### config.mk
export PLATFORM = sky130hd
export DESIGN_NAME = uart_rx_deframer
export DESIGN_NICKNAME = d
export VERILOG_FILES = /design/src/rtl/uart_rx_deframer.sv
export SDC_FILE = /design/constraint.sdc
export NUM_CORES = 1
export LEC_CHECK = 0
export CORE_MARGIN = 1
export CORE_UTILIZATION = 50
export CTS_CLUSTER_SIZE = 40
export DETAILED_ROUTE_END_ITERATION = 8
export PLACE_DENSITY = 0.75
export SLEW_MARGIN = 5
export SYNTH_ARGS = -nofsm -noshare
export SYNTH_HDL_FRONTEND = slang
export SYNTH_SLANG_ARGS = --single-unit
export TNS_END_PERCENT = 5
### constraint.sdc
create_clock -name HCLK -period 4.2 [get_ports HCLK]
set_input_delay 1.05 -clock HCLK [delete_from_list [all_inputs] [get_ports HCLK]]
set_output_delay 1.05 -clock HCLK [all_outputs]
set_load 0.05 [all_outputs]
### src/rtl/uart_rx_deframer.sv
// uart_rx_deframer
//   16x-oversampled 8N1 receive front end for the UART1 RXD pin. The async
//   line is synchronised, start edges are detected, and each bit is voted from
//   the synced samples at indices 7/8/9. Each byte is handed over through a
//   one-entry valid/ready holding register. Framing and overrun flags are sticky.
//
//   HCLK      in   system clock, rising edge
//   HRESET    in   synchronous active-high reset
//   EN        in   receiver enable (low forces IDLE, holding register kept)
//   BAUDDIV   in   HCLK cycles per sample tick (0 behaves as EN=0)
//   RXD       in   asynchronous serial input, idle high
//   RX_DATA   out  received byte
//   RX_VALID  out  RX_DATA holds an unread byte
//   RX_READY  in   consumer accepts on RX_VALID & RX_READY
//   FERR      out  sticky framing error
//   OVERRUN   out  sticky overrun
//   ERR_CLR   in   pulse clearing FERR and OVERRUN (a same-cycle set wins)
//   BUSY      out  FSM not in IDLE
module uart_rx_deframer #(
    parameter int unsigned OVERSAMPLE = 16,
    parameter int unsigned DIV_W      = 16
) (
    input  logic             HCLK,
    input  logic             HRESET,
    input  logic             EN,
    input  logic [DIV_W-1:0] BAUDDIV,
    input  logic             RXD,
    output logic [7:0]       RX_DATA,
    output logic             RX_VALID,
    input  logic             RX_READY,
    output logic             FERR,
    output logic             OVERRUN,
    input  logic             ERR_CLR,
    output logic             BUSY
);

    localparam int unsigned SAMP_W = $clog2(OVERSAMPLE);
    localparam logic [SAMP_W-1:0] SAMP_LAST = SAMP_W'(OVERSAMPLE - 1);
    localparam logic [SAMP_W-1:0] SAMP_LO   = SAMP_W'(OVERSAMPLE / 2 - 1);
    localparam logic [SAMP_W-1:0] SAMP_MID  = SAMP_W'(OVERSAMPLE / 2);
    localparam logic [SAMP_W-1:0] SAMP_HI   = SAMP_W'(OVERSAMPLE / 2 + 1);

    typedef enum logic [1:0] {
        S_IDLE,
        S_START,
        S_DATA,
        S_STOP
    } state_t;

    state_t r_state;
    state_t w_next;

    logic              r_sync1, r_sync2, r_prev;
    logic [DIV_W-1:0]  r_div_cnt;
    logic [SAMP_W-1:0] r_samp;
    logic              r_s_lo, r_s_mid, r_s_hi;
    logic [2:0]        r_bit_idx;
    logic [7:0]        r_shift;
    logic [7:0]        r_data;
    logic              r_valid, r_ferr, r_ovr;

    logic w_en, w_fall, w_tick, w_bit_end, w_stop_eval;
    logic w_vote, w_stop_vote, w_xfer;
    logic w_start, w_shift_en, w_deliver, w_ferr_set, w_busy;

    assign w_en        = EN && (BAUDDIV != '0);
    assign w_fall      = r_prev & ~r_sync2;
    // >= rather than == so a BAUDDIV shrink mid-frame cannot run the divider past wrap
    assign w_tick      = (r_state != S_IDLE) && (r_div_cnt >= BAUDDIV - DIV_W'(1));
    assign w_bit_end   = w_tick && (r_samp == SAMP_LAST);
    assign w_stop_eval = w_tick && (r_samp == SAMP_HI);
    assign w_vote      = (r_s_lo & r_s_mid) | (r_s_lo & r_s_hi) | (r_s_mid & r_s_hi);
    // The stop bit is judged on the tick that takes its last sample, so that
    // sample is used live instead of from r_s_hi.
    assign w_stop_vote = (r_s_lo & r_s_mid) | (r_s_lo & r_sync2) | (r_s_mid & r_sync2);
    assign w_xfer      = r_valid & RX_READY;

    // Two-flop synchroniser plus previous-value copy for edge detection
    always_ff @(posedge HCLK) begin
        if (HRESET) begin
            r_sync1 <= 1'b1;
            r_sync2 <= 1'b1;
            r_prev  <= 1'b1;
        end else begin
            r_sync1 <= RXD;
            r_sync2 <= r_sync1;
            r_prev  <= r_sync2;
        end
    end

    always_ff @(posedge HCLK) begin
        if (HRESET) r_state <= S_IDLE;
        else        r_state <= w_next;
    end

    always_comb begin
        w_next = r_state;
        if (!w_en) begin
            w_next = S_IDLE;
        end else begin
            case (r_state)
                S_IDLE:  if (w_fall) w_next = S_START;
                S_START: if (w_bit_end) w_next = w_vote ? S_IDLE : S_DATA;
                S_DATA:  if (w_bit_end && (r_bit_idx == 3'd7)) w_next = S_STOP;
                S_STOP:  if (w_stop_eval) w_next = S_IDLE;
                default: w_next = S_IDLE;
            endcase
        end
    end

    always_comb begin
        w_busy     = (r_state != S_IDLE);
        w_start    = 1'b0;
        w_shift_en = 1'b0;
        w_deliver  = 1'b0;
        w_ferr_set = 1'b0;
        case (r_state)
            S_IDLE: w_start    = w_en && w_fall;
            S_DATA: w_shift_en = w_en && w_bit_end;
            S_STOP: begin
                if (w_en && w_stop_eval) begin
                    w_deliver  = w_stop_vote;
                    w_ferr_set = ~w_stop_vote;
                end
            end
            default: ;
        endcase
    end

    // Divider and sample counter; held at zero whenever the FSM is (or is
    // about to be) idle, and restarted on the start edge.
    always_ff @(posedge HCLK) begin
        if (HRESET || w_start || (w_next == S_IDLE)) begin
            r_div_cnt <= '0;
            r_samp    <= '0;
        end else if (w_tick) begin
            r_div_cnt <= '0;
            r_samp    <= (r_samp == SAMP_LAST) ? '0 : r_samp + SAMP_W'(1);
        end else begin
            r_div_cnt <= r_div_cnt + DIV_W'(1);
        end
    end

    always_ff @(posedge HCLK) begin
        if (HRESET) begin
            r_s_lo  <= 1'b1;
            r_s_mid <= 1'b1;
            r_s_hi  <= 1'b1;
        end else if (w_tick) begin
            if (r_samp == SAMP_LO)  r_s_lo  <= r_sync2;
            if (r_samp == SAMP_MID) r_s_mid <= r_sync2;
            if (r_samp == SAMP_HI)  r_s_hi  <= r_sync2;
        end
    end

    always_ff @(posedge HCLK) begin
        if (HRESET) begin
            r_bit_idx <= '0;
            r_shift   <= '0;
        end else if (w_start) begin
            r_bit_idx <= '0;
        end else if (w_shift_en) begin
            r_shift[r_bit_idx] <= w_vote;
            r_bit_idx          <= r_bit_idx + 3'd1;
        end
    end

    // Holding register: a delivery coinciding with a transfer replaces the
    // byte; a delivery into an unread, untaken byte is dropped as an overrun.
    always_ff @(posedge HCLK) begin
        if (HRESET) begin
            r_data  <= '0;
            r_valid <= 1'b0;
            r_ferr  <= 1'b0;
            r_ovr   <= 1'b0;
        end else begin
            if (w_deliver && (!r_valid || w_xfer)) begin
                r_data  <= r_shift;
                r_valid <= 1'b1;
            end else if (w_xfer) begin
                r_valid <= 1'b0;
            end

            if (w_ferr_set)   r_ferr <= 1'b1;
            else if (ERR_CLR) r_ferr <= 1'b0;

            if (w_deliver && r_valid && !w_xfer) r_ovr <= 1'b1;
            else if (ERR_CLR)                    r_ovr <= 1'b0;
        end
    end

    assign RX_DATA  = r_data;
    assign RX_VALID = r_valid;
    assign FERR     = r_ferr;
    assign OVERRUN  = r_ovr;
    assign BUSY     = w_busy;

endmodule

==> results by group <==
STA
  • Worst Max-Slew Pin Slew: between 0.5 and 0.6 ns
  • RSZ-0062 raised after global routing: yes
  • Worst Setup Slack, final: a little under 0.07 ns
  • Slew margin rel.: 0.659
  • Final hold slack: 0.424 ns
  • Final TNS setup: 0 ns
  • Tcrit/Tclk final: 0.984
  • Minimum clock period: 4.13 ns
  • F_max: 242 MHz
  • Final setup violation count: 0
  • Final hold violations: 0
  • Clock Skew: between 0.006 and 0.007 ns
  • Slew Viols, Final: 0

GRT
  • Total Routing Usage GR: 0.194
  • GR Util met3: 0.0435
  • Vias in the first global route: 2282
  • Largest net degree at the start of global routing: 18
  • Global route hottest layer: met2
  • GRT overflow: 0
  • Met2 Track Usage GR: 0.367
  • First-pass GRT wire length: between 9 and 10 mm
  • Initial antenna violation count: 0
  • Met1 global-route usage: 0.211

Logic synthesis
  • Seq/Total Area, Yosys: 0.349
  • Synth area leaders: dfxtp_1 35%, ha_1 10%, mux2i_1 7.0%
  • Most used DFF post-synth: dfxtp_1
  • Post-synth ARST share: 0
  • EDFF count, synth: 0
  • Most frequent cell after synthesis: dfxtp_1
  • Post-synth top cells: 50 x dfxtp_1, 41 x nor2_1, 23 x ha_1
  • Syn Inst Count: 316
  • Netlist Area Pre-Place: between 2000 and 3000 µm²
  • Synth warnings: 0
  • Syn_nets: approximately 360
  • Mean Syn Cell Area: 9.07 µm²
  • Post-synth top area cell: dfxtp_1
  • Synth top area share: 0.349
  • Yosys cell types: 53
  • Post-synthesis register bit count: 50

Floorplan
  • Core ar.: about 5500 µm²
  • Initial Util: 0.520
  • DIE HEIGHT: 77.7 µm
  • Die X: 77.7 µm
  • FP Rows: 27
  • Die Area: between 6000 and 7000 µm²
  • I/O pins: 34

Clock tree
  • CTS Buffer Depth: 2
  • Hold_buf cts: 0
  • Worst-skew pair later-pin latency: roughly 0.3 ns
  • CTS root buffer: clkbuf_8
  • CTS sink count: 50
  • CTS tree: yes
  • H-tree depth: 2
  • CTS buffer count: 5
  • Clock-pin slew on the worst setup and hold paths: 0.09 ns

Detailed routing
  • Routed WL: roughly 5.6 mm
  • Via count: approximately 2300
  • Iteration-0 DRC Markers: 95
  • DRC Markers: 0
  • Via/cell ratio: 5.22
  • Drt first pass iters: 4
  • Wire per inst: about 13 µm
  • Remaining antenna violation count: 0

Setup path
  • Crit path cell chain: clkdlybuf4s50_1 > or4_4 > or4_4 > nor3_4 > xnor2_1 > ha_1 > a21oi_2 > o21a_1 > o21ai_1 > a21o_4 > and2_4 > or3_4 > a22oi_1
  • CP Class: in -> reg
  • Cell family with most CP delay: simple AND/OR/NAND/NOR gates
  • CP max stage delay: 0.55 ns
  • Worst setup endpoint: r_samp[0]
  • Worst path required time: 4.43 ns
  • Reg-to-Reg Start: r_div_cnt[2]
  • Crit-path max FO: 7
  • Critical-path top delay cell: or4_4
  • CP most frequent cell: or4_4
  • Crit. End Element: flip-flop
  • R2r endpoint: r_samp[0]
  • CP bufs+invs: 1
  • Critical Path Source: BAUDDIV[7]
  • Instance count on the critical path: 13
  • Startpoint types: input port
  • R2r setup slk: 1.76 ns
  • Worst reg2reg path depth: 8
  • Crit path DAT: 4.36 ns

Pwr
  • Clock network power share: 0.381
  • Power, Total: 893 µW
  • Worst vdd ir: around 0.00022 V
  • Net Sw Power: 195 µW
  • Switching Fraction: 0.219
  • Comb power frac: 0.086
  • Sequential power share: 0.533
  • Pwr dens: 248 nW/µm²
  • P_int: 697 µW
  • Lkg Pwr: around 1.4 nW

Worst hold path
  • Worst Hold Class: reg -> reg
  • Hold depth: 1

Cells and area
  • # nets final: 414
  • Synth-to-Final Area Change: 25.6%
  • Ant. Diodes: 0
  • Layout cells sized above 1: 0.170
  • Fillers: ~440
  • Design Area, Final: between 3000 and 4000 µm²

Place
  • Detail Placement HPWL: 3.96 mm
  • Dpl cell area: 3380 µm²
  • I/O Buffers: 33
  • DP Worst Slack: -0.492 ns
  • RePlAce Congestion: 0.876

Job
  • Total of max-cap violations: 0

Status
  • Outcome: finished clean
[through the flow]
step | std cells | utilization
after floorplan | 316 | -
after global placement | 433 | 0.614
after global routing | 442 | 0.653
after CTS | 442 | 0.648
final | 442 | 0.653
after detailed placement | 433 | 0.614
[flip-flops by register name (all words and copies together), names as in the netlist]
name / count
r_s_lo: 1
RX_VALID: 1
RX_DATA: 8
r_div_cnt: 16
r_state: 2
r_shift: 8
r_s_hi: 1
r_samp: 4
r_prev: 1
r_bit_idx: 3
OVERRUN: 1
r_sync1: 1
FERR: 1
r_sync2: 1
r_s_mid: 1
[repair_timing]
item                                    CTS  global route
resized for setup                        17             7
pin swaps                                12             6
endpoints found under the hold margin     0             0
endpoints found under the setup margin   32            43
cloned                                    0             0
buffers inserted                          1             0
[cells by family after synthesis]
group / Yosys count / synth area share
AO/OA/AOI/OAI: 36 / 0.0812
XOR/XNOR: 30 / 0.0917
adder cells (fa/ha/maj): 25 / 0.107
buffers and inverters: 23 / 0.0467
AND/OR/NAND/NOR: 132 / 0.254
multiplexers: 20 / 0.0699
flip-flops: 50 / 0.349
[layer usage]
metal | vias to the layer above | share of wire
met1 | 1075 | 0.44
met4 | 0 | 0.0084
li1 | 1197 | -
met2 | 33 | 0.52
met5 | - | 0
met3 | 4 | 0.036
[worst min path at each step]
stage	slack [ns]	end	from
6_report	0.42	r_sync2	r_sync1
5_1_grt	0.45	r_sync2	r_sync1
4_1_cts	0.43	r_sync2	r_sync1
3_5_place_dp	0.40	r_sync2	r_sync1
3_3_place_gp	0.39	r_sync2	r_sync1
2_1_floorplan	0.39	r_sync2	r_sync1
[power by group through the flow]
stage	clock network (mW)	logic (mW)	registers, mW
after floorplan	0	0.0311	0.487
after global placement	0	0.0722	0.487
after detailed placement	0	0.0733	0.487
after CTS	0.348	0.0763	0.476
after global routing	0.372	0.0848	0.476
final	0.340	0.0770	0.476
[cell type report]
cell class | count | area (µm²) | area share
timing repair buffer | 59 | 527 | 0.146
tap | 72 | 90.1 | 0.0250
sequential | 50 | 1000 | 0.278
multi-input combinational | 243 | 1830 | 0.509
clock inverter | 3 | 43.8 | 0.0122
clock buffer | 5 | 68.8 | 0.0191
inverter | 10 | 37.5 | 0.0104
[layout by cell type, fill, tap and decap left out, types with 2 or more instances in the layout]
master | Yosys | routed
a211o_1 | 2 | 2
a21oi_1 | 13 | 12
and3_1 | 7 | 7
and3_4 | 1 | 2
buf_4 | 1 | 25
clkbuf_8 | 1 | 5
clkdlybuf4s50_1 | 0 | 31
dfxtp_1 | 50 | 50
dlygate4sd2_1 | 0 | 2
ha_1 | 23 | 22
inv_1 | 10 | 10
maj3_1 | 2 | 2
mux2i_1 | 20 | 20
nand2_1 | 17 | 16
nand2b_1 | 12 | 12
nand3_1 | 10 | 10
nand3b_1 | 3 | 3
nand4_1 | 4 | 4
nor2_1 | 41 | 40
nor2b_1 | 4 | 4
nor3_1 | 6 | 2
nor3_2 | 2 | 5
nor4_4 | 0 | 2
nor4b_2 | 0 | 2
o21a_1 | 2 | 2
o21ai_0 | 6 | 5
o31ai_1 | 3 | 3
or2_2 | 3 | 3
or3_1 | 5 | 3
or3_4 | 0 | 2
or4_4 | 3 | 3
xnor2_1 | 18 | 18
xor2_1 | 12 | 12
No activity file was read; power rests on OpenSTA's default activity.
==> variant 1: new RTL, same settings <==
`DIV_W`: 16 -> 24.
--- a/src/rtl/uart_rx_deframer.sv
+++ b/src/rtl/uart_rx_deframer.sv
@@ -20,3 +20,3 @@
     parameter int unsigned OVERSAMPLE = 16,
-    parameter int unsigned DIV_W      = 16
+    parameter int unsigned DIV_W      = 24
 ) (
Ports: changed (resized BAUDDIV); port bits go from 34 to 42. The function was not compared with the original's and may differ.
==> variant 1 against the unedited design <==
  * The run now ends with negative setup slack left
  * Final cell count is 42% higher
  * Synthesized cell count is 35% higher
  * Sequential cell count increased by 8
  * Core utilization rose by 7.2 points
  * Total power up 47%
  * Register-to-register slack worse by 0.42 ns
  * Worst setup slack worse by 0.091 ns
  * Count of clock-buffer cells in the layout rose by 7
  * Critical endpoint is now RX_DATA[6]$_SDFFE_PP0P_
  * Wire length rose by 57%
  * Cell area is 46% higher
  * Largest power group is now clock
  * Area after synthesis increased by 31%
==> variant 1: results (changes against the unedited design) <==
Placement
  – Dpl hpwl: 5.97 mm (+51%)
  – IO buf count: 41 (+24%)
  – Area after DPL: 4600 um2 (+36%)

Clock network
  – Htree depth: 3 (+1)
  – Clock slew at reported path FFs: 0.06 ns (-0.03 ns)

Pwr
  – Pleak: 2.01 nW (+48%)
  – Peak supply drop: 0.260 mV (+20%)

Synthesis
  – Synth top area cells: dfxtp_1 (31%), ha_1 (10%), xnor2_1 (7.7%), mux2i_1 (5.3%), nand2_1 (5.3%)
  – Top cells by instance count after synthesis: dfxtp_1 (58), nand2_1 (53), xnor2_1 (33)
  – Avg Inst Size Synth: 8.77 um2 (-3.2%)
  – Net Count, Synth: 489 (+35%)
  – Yosys cell types: 56 (+5.7%)

Route
  – Initial DRC Count: 160 (+68%)
  – Via Count: 3351 (+45%)
  – DRT met1 WL: 3.98 mm (+63%)
  – Total Wirelength: 8.76 mm (+57%)

GRT
  – Largest net degree at the start of global routing: 31 (+13)
  – GRT Overall Usage: 22.8% (+3.3 points)
  – First-pass GRT wire length: 14.0 mm (+47%)
  – Vias in the first global route: 3230 (+42%)

Worst setup path
  – CP Max Fanout: 8 (+1)
  – Reg2reg path depth: 12 (+4)

Run status
  – Violated checks: negative setup slack
  – Outcome: finished, violations left

STA
  – Final setup violating endpoints: 16 (+16)
  – Slew @ Worst Pin: 0.537 ns (+0.0267 ns)
  – Worst Slack Setup Final: -0.0234 ns (-0.0909 ns)
  – Layout Skew: 0.00827 ns (+0.00138 ns)

Cells and area
  – Layout cell share with drive strength beyond 1: 30.6% (+14 points)
## variant 1: changes by cell type after synthesis, sizes merged, moves of 4 or more
cell,change
nand2,+36
a21oi,+22
xnor2,+15
nor2,-10
dfxtp,+8
ha,+8
nand4,+7
and3,-5
nand3,+5
and4,+4
buf,+4
nor3,+4
## variant 1: logic make-up (layout without fill, tap and decap cells)
kind of cell / after synthesis / count (layout) / share of synthesized area (%)
and+or+nand+nor: 180 / 180 / 25.6
AOI/OAI and AO/OA: 61 / 61 / 12.2
DFF: 58 / 58 / 30.9
xor gates and xnor gates: 46 / 46 / 10.7
adders and majority gates: 33 / 33 / 10.9
buffers and inverters: 30 / 132 / 4.33
muxes: 20 / 20 / 5.33
## variant 1: worst max-delay path: stages
cell	delay, ns
buf_2	0.11
or3_4	0.39
nor3_4	0.15
nand2b_1	0.13
nor2b_4	0.17
nand2_4	0.10
buf_6	0.13
nor3_4	0.11
xnor2_1	0.09
ha_1	0.31
nand4_1	0.13
nor3_2	0.20
nand2_1	0.07
o211ai_1	0.28
buf_4	0.20
buf_6	0.11
nor4b_4	0.25
buf_6	0.20
mux2i_1	0.20
nor2_1	0.07
## variant 1: cell type report
type | instances | area, um2
fillers | 528 | 1990
multi-input cells | 340 | 2750
inverters | 11 | 41.3
repair buffers | 105 | 943
well taps | 99 | 124
clock inverters | 4 | 98.8
flip-flops and latches | 58 | 1160
clock buffers | 12 | 145
## variant 1: metrics by stage
stage,setup slack (ns),TNS [ns],hold slack [ns],utilization (%)
2_1_floorplan,0.00676,0,0.389,-
3_3_place_gp,-0.758,-35.49,0.395,63.4
3_5_place_dp,-0.836,-40.06,0.393,63.4
4_1_cts,-0.0803,-1.14,0.406,70.1
5_1_grt,-0.289,-10.32,0.425,72.5
6_report,-0.0234,-0.145,0.401,72.5
## variant 1: metal layers
metal,track usage (%),up-vias
li1,-,1713
met1,27.2,1570
met2,41.0,56
met3,4.57,12
met4,6.74,0
met5,0,-
## variant 1: repair_timing
action                     CTS  global route
setup endpoints to repair   55            53
gates cloned                 1             0
resized for setup           65            37
hold buffers                 0             0
pin swaps                   32            22
setup buffers               13             3
## variant 1: final timing paths
path | startpoint | to | slack (ns)
max | BAUDDIV[3] | RX_DATA[6]$_SDFFE_PP0P_ | -0.02
min | r_sync1$_SDFF_PP1_ | r_sync2$_SDFF_PP1_ | 0.40
max reg2reg | r_div_cnt[0]$_SDFF_PP0_ | r_div_cnt[3]$_SDFF_PP0_ | 1.34
min reg2reg | r_sync1$_SDFF_PP1_ | r_sync2$_SDFF_PP1_ | 0.40
## variant 1: power by group
part	switching, mW	leakage [nW]	internal (mW)
logic	0.0602	1.42	0.0721
clock network	0.217	0.121	0.412
registers	0.00213	0.468	0.552
total	0.280	2.01	1.04
==> variant 2: new RTL, config.mk and constraints unchanged <==
Without the edit above. Encoding of `state_t`: now one-hot (4 bits for 4 states).
--- a/src/rtl/uart_rx_deframer.sv
+++ b/src/rtl/uart_rx_deframer.sv
@@ -42,7 +42,7 @@
 
-    typedef enum logic [1:0] {
-        S_IDLE,
-        S_START,
-        S_DATA,
-        S_STOP
+    typedef enum logic [3:0] {
+        S_IDLE  = 4'b0001,
+        S_START = 4'b0010,
+        S_DATA  = 4'b0100,
+        S_STOP  = 4'b1000
     } state_t;
Function: same outputs for any inputs over 10 cycles, from zero or initial values and one cycle with HRESET high; not proved beyond that.
==> variant 2 against the unedited design <==
  * Worst setup slack better by 0.092 ns
  * Sequential cell count up 2
  * Combinational power up 7.3%
  * Sequential power increased by 4%
  * Area after synthesis up 7.6%
  * Total power is 2.2% lower
  * First-iteration DRC count up 22%
  * Fmax rose by 2.3%
  * Wire length is 19% higher
  * Cell area grew 8.8%
  * Critical path type unchanged
  * Largest power group unchanged
==> variant 2: results (changes against the unedited design) <==
Placement
  – Dpl hpwl: 5.12 mm (+29%)
  – Area after DPL: 3700 um2 (+9.4%)
  – Setup WS pre-CTS: -0.470 ns (+0.0218 ns)
  – Placer Congestion: 0.881 (+0.56%)
  – Placed Cells: 470 (+8.5%)

Pwr
  – Power Density: 223 nW/um2 (-10%)
  – NetSw: 202 uW (+3.4%)
  – Clk pwr share: 33.8% (-4.3 points)
  – Comb pwr: 82.6 uW (+7.3%)

Synthesis
  – Yosys cell types: 59 (+11%)
  – Synth top area cells: dfxtp_1 (34%), ha_1 (9.3%), nor2_1 (5.4%), xnor2_1 (4.8%), nor2_4 (3.3%)
  – Top cells by instance count after synthesis: dfxtp_1 (52), nor2_1 (44), ha_1 (23)
  – Post-synthesis compound-gate area fraction: 15.1% (+6.9 points)
  – Cells after Synth: 342 (+8.2%)
  – Adder-cell area share of the yosys netlist: 9.98% (-0.76 points)
  – Mux share of post-synthesis cell area: 3.25% (-3.7 points)
  – Seq/Total Area, Yosys: 33.8% (-1.2 points)
  – Net Count, Synth: 387 (+7.2%)
  – Post-Synth XOR/XNOR Area: 7.95% (-1.2 points)

Cells and area
  – Diode count: 0 (unchanged)
  – Layout cell share with drive strength beyond 1: 19.6% (+2.5 points)
  – Fraction of area in multi-input gates: 52.2% (+1.3 points)
  – Invs w/o clock: 16 (+6)
  – # clk buffers: 7 (+2)
  – Fill count: 488 (+11%)
  – # nets final: 448 (+8.2%)
  – Non-CTS buffers: 62 (+5.1%)
  – Clk tree area frac: 2.40% (-0.73 points)
  – NonClk Buf Share: 14.9% (+0.28 points)
  – FF+latch area: 1040 um2 (+4.0%)
  – Area growth syn-to-layout: 27.0%

GRT
  – Met1 Use GR: 27.4% (+6.2 points)
  – Met3 usage: 3.86% (-0.49 points)
  – Grt met2 use: 38.0% (+1.2 points)
  – Largest net degree at the start of global routing: 27 (+9)
  – First-pass GRT wire length: 11.3 mm (+19%)
  – GRT Overall Usage: 21.9% (+2.5 points)

Run status
  – Outcome: finished clean

STA
  – Slew @ Worst Pin: 0.575 ns (+0.0650 ns)
  – Min Hold Slack: 0.421 ns (-0.00245 ns)
  – Worst Slack Setup Final: 0.160 ns (+0.0922 ns)
  – Layout Skew: 0.00440 ns (-0.00250 ns)

Worst setup path
  – Reg2reg path depth: 9 (+1)
  – Crit path from: BAUDDIV[3]
  – RR Startpoint: r_div_cnt[0]$_SDFF_PP0_
  – CP endpoint: r_bit_idx[0]$_SDFFE_PP0P_
  – Critical R2R Capture: r_div_cnt[3]$_SDFF_PP0_
  – Worst path arrival time: 4.28 ns (-0.08 ns)

Clock network
  – Postcts setup bufs: 0 (-1)
  – Clk sink count: 52 (+4.0%)
  – CTS resizes: 8 (-9)

Route
  – Routed len/inst: 13.9 um (+10%)
  – Via Count: 2649 (+15%)
  – Total Wirelength: 6.65 mm (+19%)
  – Initial DRC Count: 116 (+22%)
variant 2: cell types whose count changed in the layout (fill, tap and decap cells not counted), sizes merged, moves of 3 or more:
cell / before / now
nor2: 41 / 55
a31oi: 1 / 12
mux2i: 20 / 10
a211oi: 0 / 9
nand2b: 12 / 6
nand4: 4 / 10
inv: 11 / 16
and3: 9 / 5
buf: 26 / 29
dlymetal6s2s: 0 / 3
nor3: 8 / 5
nor3b: 0 / 3
or3: 5 / 2
variant 2: critical path: stages:
cell and delay [ns]:
clkdlybuf4s50_1 0.46, nor4b_4 0.32, nor2b_4 0.20, nand2b_1 0.09, nor3b_2 0.22, nand2_1 0.09, xor2_1 0.15, ha_1 0.30
nand4_1 0.23, nor2_1 0.27, a311oi_4 0.08, and3_4 0.22, or4_4 0.48, a21oi_2 0.13
variant 2: metal layers:
layer	up-vias	wire length (um)	part of all wire [%]
li1	1357	-	-
met1	1241	3120	47
met2	45	3300	50
met3	6	186	2.8
met4	0	40	0.60
met5	-	0	0
